**src/rtl/gp_reg_pkg.sv**
```systemverilog
// +------------------------------------------------------------------+
// | Module   : gp_reg_pkg                                             |
// | Purpose  : Shared types and constants for the general-purpose     |
// |            register bank: op encoding, default sizes and a helper |
// |            that tells which op codes actually modify a register.  |
// | Revision : 1.0 - initial release                                  |
// +------------------------------------------------------------------+
`default_nettype none

package gp_reg_pkg;

    localparam int c_DEFAULT_WIDTH    = 8;
    localparam int c_DEFAULT_NUM_REGS = 4;

    // Codes 110 and 111 are unassigned and behave as NOP.
    typedef enum logic [2:0] {
        OP_NOP = 3'b000,
        OP_INC = 3'b001,
        OP_DEC = 3'b010,
        OP_SHL = 3'b011,
        OP_SHR = 3'b100,
        OP_CLR = 3'b101
    } op_e;

    // True for op codes that write a result and update the flags.
    function automatic logic op_is_active(input logic [2:0] op);
        logic r_active;
        case (op)
            OP_INC, OP_DEC, OP_SHL, OP_SHR, OP_CLR: r_active = 1'b1;
            default:                                r_active = 1'b0;
        endcase
        return r_active;
    endfunction

endpackage

`default_nettype wire

```
**src/rtl/gp_register_bank_if.sv**
```systemverilog
// +------------------------------------------------------------------+
// | Module   : gp_register_bank_if                                   |
// | Purpose  : Bus/control bundle between the control sequencer       |
// |            (master) and the register bank (slave).                |
// | Ports    : bus_in/WE/wr_sel   - bus write                         |
// |            OE/rd_sel          - registered read-out request       |
// |            op_en/op/op_sel    - in-place operation                |
// |            bus_out/out_valid  - read data and its one-cycle pulse |
// |            zero/carry         - flags of the last executed op     |
// | Revision : 1.0 - initial release                                  |
// +------------------------------------------------------------------+
`default_nettype none

interface gp_register_bank_if #(
    parameter int WIDTH = 8,
    parameter int SEL_W = 2
);
    logic [WIDTH-1:0] bus_in;
    logic             WE;
    logic [SEL_W-1:0] wr_sel;
    logic             OE;
    logic [SEL_W-1:0] rd_sel;
    logic             op_en;
    logic [2:0]       op;
    logic [SEL_W-1:0] op_sel;
    logic [WIDTH-1:0] bus_out;
    logic             out_valid;
    logic             zero;
    logic             carry;

    modport master (
        output bus_in, WE, wr_sel, OE, rd_sel, op_en, op, op_sel,
        input  bus_out, out_valid, zero, carry
    );

    modport slave (
        input  bus_in, WE, wr_sel, OE, rd_sel, op_en, op, op_sel,
        output bus_out, out_valid, zero, carry
    );
endinterface

`default_nettype wire

```
**src/rtl/gp_reg_alu.sv**
```systemverilog
// +------------------------------------------------------------------+
// | Module   : gp_reg_alu                                            |
// | Purpose  : Combinational in-place operation unit for one register |
// |            operand: INC/DEC/SHL/SHR/CLR with carry and zero out.  |
// | Ports    : operand   - current register value                     |
// |            op        - operation code (unassigned codes pass)     |
// |            result    - new register value                         |
// |            carry_out - carry, borrow or shifted-out bit           |
// |            zero_out  - result equals zero                         |
// | Revision : 1.0 - initial release                                  |
// +------------------------------------------------------------------+
`default_nettype none

module gp_reg_alu
    import gp_reg_pkg::*;
#(
    parameter int WIDTH = c_DEFAULT_WIDTH
) (
    input  logic [WIDTH-1:0] operand,
    input  logic [2:0]       op,
    output logic [WIDTH-1:0] result,
    output logic             carry_out,
    output logic             zero_out
);

    localparam logic [WIDTH:0] c_ONE = {{WIDTH{1'b0}}, 1'b1};

    always_comb begin
        result    = operand;
        carry_out = 1'b0;
        case (op_e'(op))
            // The extra top bit of the widened sum/difference is the
            // carry on FF->00 and the borrow on 00->FF.
            OP_INC: {carry_out, result} = {1'b0, operand} + c_ONE;
            OP_DEC: {carry_out, result} = {1'b0, operand} - c_ONE;
            OP_SHL: begin
                carry_out = operand[WIDTH-1];
                result    = {operand[WIDTH-2:0], 1'b0};
            end
            OP_SHR: begin
                carry_out = operand[0];
                result    = {1'b0, operand[WIDTH-1:1]};
            end
            OP_CLR: begin
                carry_out = 1'b0;
                result    = '0;
            end
            default: begin
                result    = operand;
                carry_out = 1'b0;
            end
        endcase
    end

    assign zero_out = (result == '0);

endmodule

`default_nettype wire

```
**src/rtl/gp_register_bank.sv**
```systemverilog
// +------------------------------------------------------------------+
// | Module   : gp_register_bank                                      |
// | Purpose  : NUM_REGS general-purpose registers of WIDTH bits on    |
// |            the shared data bus: bus write, registered read-out    |
// |            and in-place ops with zero/carry flags.                |
// | Ports    : CLK   - system clock, rising edge                      |
// |            RESET - synchronous, active-high                       |
// |            bus   - slave side of gp_register_bank_if              |
// | Revision : 1.0 - initial release                                  |
// +------------------------------------------------------------------+
`default_nettype none

module gp_register_bank
    import gp_reg_pkg::*;
#(
    parameter int WIDTH    = c_DEFAULT_WIDTH,
    parameter int NUM_REGS = c_DEFAULT_NUM_REGS,
    parameter int SEL_W    = $clog2(NUM_REGS)
) (
    input  logic                  CLK,
    input  logic                  RESET,
    gp_register_bank_if.slave     bus
);

    logic [WIDTH-1:0] r_regs [NUM_REGS];
    logic [WIDTH-1:0] r_bus_out;
    logic             r_out_valid;
    logic             r_zero;
    logic             r_carry;

    logic             w_wr_hit;
    logic             w_wr_rd_same;
    logic             w_op_exec;
    logic [WIDTH-1:0] w_rd_data;
    logic [WIDTH-1:0] w_op_operand;
    logic [WIDTH-1:0] w_alu_result;
    logic             w_alu_carry;
    logic             w_alu_zero;

    // Selects are SEL_W bits wide but the bank need not be a power of two.
    function automatic logic sel_ok(input logic [SEL_W-1:0] s);
        return 32'(s) < 32'(NUM_REGS);
    endfunction

    assign w_wr_hit     = bus.WE && sel_ok(bus.wr_sel);
    assign w_wr_rd_same = w_wr_hit && (bus.wr_sel == bus.rd_sel);

    // A bus write to the op target wins: the op is dropped and the
    // flags keep their previous value.
    assign w_op_exec = bus.op_en && op_is_active(bus.op) && sel_ok(bus.op_sel)
                       && !(w_wr_hit && (bus.wr_sel == bus.op_sel));

    // Read and op-operand muxes; an out-of-range select yields zero.
    always_comb begin
        w_rd_data    = '0;
        w_op_operand = '0;
        for (int i = 0; i < NUM_REGS; i++) begin
            if (bus.rd_sel == SEL_W'(i)) w_rd_data    = r_regs[i];
            if (bus.op_sel == SEL_W'(i)) w_op_operand = r_regs[i];
        end
    end

    gp_reg_alu #(
        .WIDTH (WIDTH)
    ) u_alu (
        .operand   (w_op_operand),
        .op        (bus.op),
        .result    (w_alu_result),
        .carry_out (w_alu_carry),
        .zero_out  (w_alu_zero)
    );

    for (genvar gi = 0; gi < NUM_REGS; gi++) begin : g_regs
        always_ff @(posedge CLK) begin
            if (RESET) begin
                r_regs[gi] <= '0;
            end else if (w_wr_hit && (bus.wr_sel == SEL_W'(gi))) begin
                r_regs[gi] <= bus.bus_in;
            end else if (w_op_exec && (bus.op_sel == SEL_W'(gi))) begin
                r_regs[gi] <= w_alu_result;
            end
        end
    end

    always_ff @(posedge CLK) begin
        if (RESET) begin
            r_bus_out   <= '0;
            r_out_valid <= 1'b0;
            r_zero      <= 1'b0;
            r_carry     <= 1'b0;
        end else begin
            r_out_valid <= bus.OE;
            if (bus.OE) begin
                // Write-through returns the value landing this edge; a
                // pending op on the same register is not forwarded.
                r_bus_out <= w_wr_rd_same ? bus.bus_in : w_rd_data;
            end
            if (w_op_exec) begin
                r_zero  <= w_alu_zero;
                r_carry <= w_alu_carry;
            end
        end
    end

    assign bus.bus_out   = r_bus_out;
    assign bus.out_valid = r_out_valid;
    assign bus.zero      = r_zero;
    assign bus.carry     = r_carry;

endmodule

`default_nettype wire

```
**src/flat_wrapper.sv**
```systemverilog
// flat-port wrapper written by rule: the top's interface ports become plain ports
module gp_register_bank_flat import gp_reg_pkg::*;
#(
    parameter int WIDTH    = c_DEFAULT_WIDTH,
    parameter int NUM_REGS = c_DEFAULT_NUM_REGS,
    parameter int SEL_W    = $clog2(NUM_REGS)
)
  (CLK, RESET, bus_bus_in, bus_WE, bus_wr_sel, bus_OE, bus_rd_sel, bus_op_en, bus_op, bus_op_sel, bus_bus_out, bus_out_valid, bus_zero, bus_carry);
  gp_register_bank_if #(.WIDTH(WIDTH), .SEL_W(SEL_W)) bus_i ();
  input  logic CLK;
  input  logic RESET;
  input wire logic [$bits(bus_i.bus_in)-1:0] bus_bus_in;
  input wire logic [$bits(bus_i.WE)-1:0] bus_WE;
  input wire logic [$bits(bus_i.wr_sel)-1:0] bus_wr_sel;
  input wire logic [$bits(bus_i.OE)-1:0] bus_OE;
  input wire logic [$bits(bus_i.rd_sel)-1:0] bus_rd_sel;
  input wire logic [$bits(bus_i.op_en)-1:0] bus_op_en;
  input wire logic [$bits(bus_i.op)-1:0] bus_op;
  input wire logic [$bits(bus_i.op_sel)-1:0] bus_op_sel;
  output wire logic [$bits(bus_i.bus_out)-1:0] bus_bus_out;
  output wire logic [$bits(bus_i.out_valid)-1:0] bus_out_valid;
  output wire logic [$bits(bus_i.zero)-1:0] bus_zero;
  output wire logic [$bits(bus_i.carry)-1:0] bus_carry;
  assign bus_i.bus_in = bus_bus_in;
  assign bus_i.WE = bus_WE;
  assign bus_i.wr_sel = bus_wr_sel;
  assign bus_i.OE = bus_OE;
  assign bus_i.rd_sel = bus_rd_sel;
  assign bus_i.op_en = bus_op_en;
  assign bus_i.op = bus_op;
  assign bus_i.op_sel = bus_op_sel;
  assign bus_bus_out = bus_i.bus_out;
  assign bus_out_valid = bus_i.out_valid;
  assign bus_zero = bus_i.zero;
  assign bus_carry = bus_i.carry;
  gp_register_bank #(.WIDTH(WIDTH), .NUM_REGS(NUM_REGS), .SEL_W(SEL_W)) u_core (.CLK(CLK), .RESET(RESET), .bus(bus_i));
endmodule
```
**config.mk**
```make
export PLATFORM = sky130hd
export DESIGN_NAME = gp_register_bank_flat
export DESIGN_NICKNAME = d
export VERILOG_FILES = /design/src/rtl/gp_reg_pkg.sv /design/src/rtl/gp_register_bank_if.sv /design/src/rtl/gp_reg_alu.sv /design/src/rtl/gp_register_bank.sv /design/src/flat_wrapper.sv
export SDC_FILE = /design/constraint.sdc
export NUM_CORES = 1
export LEC_CHECK = 0
export CELL_PAD_IN_SITES_DETAIL_PLACEMENT = 0
export CELL_PAD_IN_SITES_GLOBAL_PLACEMENT = 2
export CORE_MARGIN = 4
export CORE_UTILIZATION = 37
export CTS_BUF_LIST = sky130_fd_sc_hd__clkbuf_4 sky130_fd_sc_hd__clkbuf_8 sky130_fd_sc_hd__clkbuf_16
export DETAILED_ROUTE_END_ITERATION = 10
export PLACE_DENSITY = 0.85
export SETUP_SLACK_MARGIN = 0.5
export SLEW_MARGIN = 20
export SYNTH_ARGS = -nofsm -noshare
export SYNTH_HDL_FRONTEND = slang
export SYNTH_SLANG_ARGS = --single-unit
export TNS_END_PERCENT = 30
```
**constraint.sdc**
```tcl
create_clock -name CLK -period 4.15 [get_ports CLK]
set_input_delay 0.83 -clock CLK [delete_from_list [all_inputs] [get_ports CLK]]
set_output_delay 0.83 -clock CLK [all_outputs]
set_load 0.005 [all_outputs]
```
==> impl_metrics.csv <==
group,metric,value,unit
floorplan,start_util,0.3780,
power_and_ir_drop,ir_drop,0.1611,mV
clocking,cts_hold_buf,0,
sta,worst_slew_pin_slew,0.7864,ns
worst_setup_path,required,4.34,ns
yosys,synth_fp_nets,357,
job,cap_viol_max_count,0,
detailed_routing,drt_iter0_drc,188,
global_route,grt_max_degree,21,
cells_and_area,fill_cells,851,
worst_setup_path,end_kind,"flip-flop",
yosys,syn_avg_cell_area,9.803,um2
yosys,ys_warn_count,0,
floorplan,coreArea,8636,um2
detailed_routing,drc,0,
cells_and_area,seqCellArea,1181,um2
worst_setup_path,worst_ep_arrival_time,3.66,ns
placed_design,hpwlAfterDp,7646,um
floorplan,die_h,101.9,um
sta,layout_setup_ws,0.6853,ns
sta,fin_crit_sh,0.8349,
floorplan,rows,34,
clocking,numCtsBuffers,5,
sta,min_period,3.465,ns
placed_design,place_ws,0.3253,ns
sta,final_hold_viol_count,0,
cells_and_area,diodes,0,
worst_setup_path,cpPeakStageDelay,0.66,ns
sta,slew_headroom,0.4746,
worst_setup_path,worstPathMaxFanout,8,
cells_and_area,area_growth,17.71,%
global_route,grt-ovfl-total,0,
clocking,post_cts_buffers,0,
global_route,grt_pass1_vias,2939,
detailed_routing,wirelength,10300,um
worst_setup_path,critical_path_class,"primary input to flip-flop",
min_path,holdCritPathClass,"flip-flop to flip-flop",
sta,rsz0062_at_grt,"false",
global_route,track_usage,0.2051,
yosys,ys_top_cells_by_count,"32 x edfxtp_1, 32 x o21ai_0, 29 x nand2_1, 29 x nor2_1, 15 x mux4_2",
worst_setup_path,slowest_stage,"mux4_2",
clocking,clk_path_buf_depth,2,
floorplan,die_w,101.9,um
yosys,synth-edff-count,32,
yosys,ys_ff_latch,43,
yosys,yosysSeqAreaShare,0.3618,
global_route,grt_pass1_wl,16160,um
yosys,synth_top_area_frac,0.2944,
power_and_ir_drop,p_leak,1.346,nW
detailed_routing,dr.pass1.iters,5,
clocking,cts-root-buf,"clkbuf_8",
yosys,synth_top_area_cell,"edfxtp_1",
detailed_routing,viasPerCell,6.174,
sta,fin_setup_tns,0,ns
detailed_routing,wire_per_inst,21.60,um
sta,setup_violations,0,
worst_setup_path,start_kind,"primary input",
clocking,worstSkewPairLatency,0.30,ns
floorplan,io_pins,33,
placed_design,gp_congestion,0.8638,
clocking,clk_pin_slew,0.08,ns
yosys,synth_area_leaders,"edfxtp_1 29%, mux4_2 10%, dfxtp_1 6.7%",
cells_and_area,multi_input_area,1926,um2
sta,fmax,288.6,MHz
yosys,synthCells,333,
status,outcome,"complete, no violations",
detailed_routing,drtAntennaViolNets,0,
global_route,antenna_found_initial,0,
sta,timing.final.max_slew_violations,0,
yosys,synthArstFlopShare,0,
clocking,htree_levels,2,
floorplan,fp.dieArea,10390,um2
placed_design,io_buffers,32,
power_and_ir_drop,cellPowerDensity,295.6,nW/um2
cells_and_area,drive_gt1_frac,0.1626,
detailed_routing,num_vias,2945,
clocking,cts_sinks,43,
yosys,netlist_area,3264,um2
cells_and_area,nets,392,
yosys,post_synth_num_cell_types,63,
worst_setup_path,crit_chain,"clkdlybuf4s50_1 > mux4_2 > ha_1 > xnor2_1 > o221ai_1 > a21oi_1 > nor3_1 > or2_1 > o31ai_2",
sta,fin_skew,0.006595,ns
yosys,yosys_most_used_dff,"edfxtp_1",
clocking,cts_resized,0,
clocking,cts_tree,"done",
[critical path: cells and delay by family]
kind / cells / cell delay, ns
AO/OA/AOI/OAI: 3 / 0.37
multiplexers: 1 / 0.66
buffers and inverters: 1 / 0.58
XOR/XNOR: 1 / 0.15
adder cells (fa/ha/maj): 1 / 0.31
AND/OR/NAND/NOR: 2 / 0.76
[area by class of cell]
class	instances	share of cell area
inverter	7	0.006838
tap	108	0.03517
multi-input combinational	257	0.5011
sequential	43	0.3074
timing repair buffer	54	0.1263
clock buffer	6	0.01986
clock inverter	2	0.003256
[metal layers]
| metal | GRT usage | part of all wire | vias to the layer above |
|---|---|---|---|
| met5 | 0 | 0 | - |
| met4 | 0.09990 | 0.040 | 0 |
| met3 | 0.03003 | 0.064 | 27 |
| met2 | 0.3390 | 0.48 | 109 |
| met1 | 0.2641 | 0.41 | 1457 |
| li1 | - | - | 1352 |
[power by group]
part           switching (W)  internal, W
clock network       0.000146     0.000124
registers          0.0000188     0.000494
logic               0.000202     0.000151
total               0.000367     0.000769
[sequential cells by signal, indices dropped and copies added (netlist names)]
name,cells
u_core.r_regs,32
u_core.bus.carry,1
u_core.bus.zero,1
u_core.bus.out_valid,1
u_core.bus.bus_out,8
[path summary, 6_finish.rpt]
| check | from | end | slack [ns] | depth (start not counted) |
|---|---|---|---|---|
| setup / recovery | bus_op_sel[0] | u_core.bus.zero$_SDFFE_PP0P_ | 0.69 | 9 |
| hold reg to reg | u_core.bus.bus_out[2]$_SDFFE_PP0P_ | u_core.bus.bus_out[2]$_SDFFE_PP0P_ | 0.49 | 2 |
| hold / removal | u_core.bus.bus_out[2]$_SDFFE_PP0P_ | u_core.bus.bus_out[2]$_SDFFE_PP0P_ | 0.49 | 2 |
| setup reg to reg | u_core.r_regs[1][8]$_DFFE_PP_ | u_core.bus.zero$_SDFFE_PP0P_ | 1.41 | 8 |
[cells in the final DEF (no fill, tap or decap), types with 3 or more instances in the layout]
| cell type | netlist | final |
|---|---|---|
| o21ai_0 | 32 | 32 |
| clkdlybuf4s50_1 | 0 | 32 |
| edfxtp_1 | 32 | 32 |
| nand2_1 | 29 | 29 |
| nor2_1 | 29 | 29 |
| buf_4 | 2 | 22 |
| mux4_2 | 15 | 15 |
| a22o_1 | 12 | 12 |
| a21oi_1 | 11 | 11 |
| mux2i_1 | 11 | 11 |
| dfxtp_1 | 11 | 11 |
| nor3_1 | 10 | 10 |
| a211oi_1 | 11 | 10 |
| inv_1 | 7 | 7 |
| xnor2_1 | 7 | 7 |
| nand3_1 | 7 | 7 |
| nand4_1 | 7 | 7 |
| nand2b_1 | 6 | 6 |
| nor2b_1 | 6 | 6 |
| clkbuf_8 | 0 | 5 |
| nor3b_1 | 4 | 4 |
| mux2_2 | 3 | 3 |
| o31a_1 | 3 | 3 |
| o21ai_1 | 3 | 3 |
| a31oi_1 | 3 | 3 |
| o211ai_1 | 3 | 3 |
| o221ai_1 | 3 | 3 |
| o21a_1 | 3 | 3 |
[metrics by stage]
step            power, W    util  cells  hold WS (ns)  cell area (um2)
4_1_cts         0.001134  0.4444    477        0.4902             3837
3_5_place_dp   0.0008674  0.4341    469        0.4789             3749
3_3_place_gp   0.0008657  0.4341    469        0.4751             3749
2_1_floorplan  0.0007386       -    333        0.4783             3264
6_report        0.001136  0.4449    477        0.4893             3842
5_1_grt         0.001188  0.4449    477        0.5277             3842
[cell families (layout without fill, tap and decap cells)]
kind of cell,count (synthesis),after routing,share of synthesized area
and+or+nand+nor,115,115,0.1786
muxes,32,32,0.1679
AOI/OAI and AO/OA,100,100,0.2127
xor gates and xnor gates,8,8,0.02147
adders and majority gates,2,2,0.007665
buffers and inverters,33,69,0.04983
DFF,43,43,0.3618
Power figures use the tool's default switching activity.
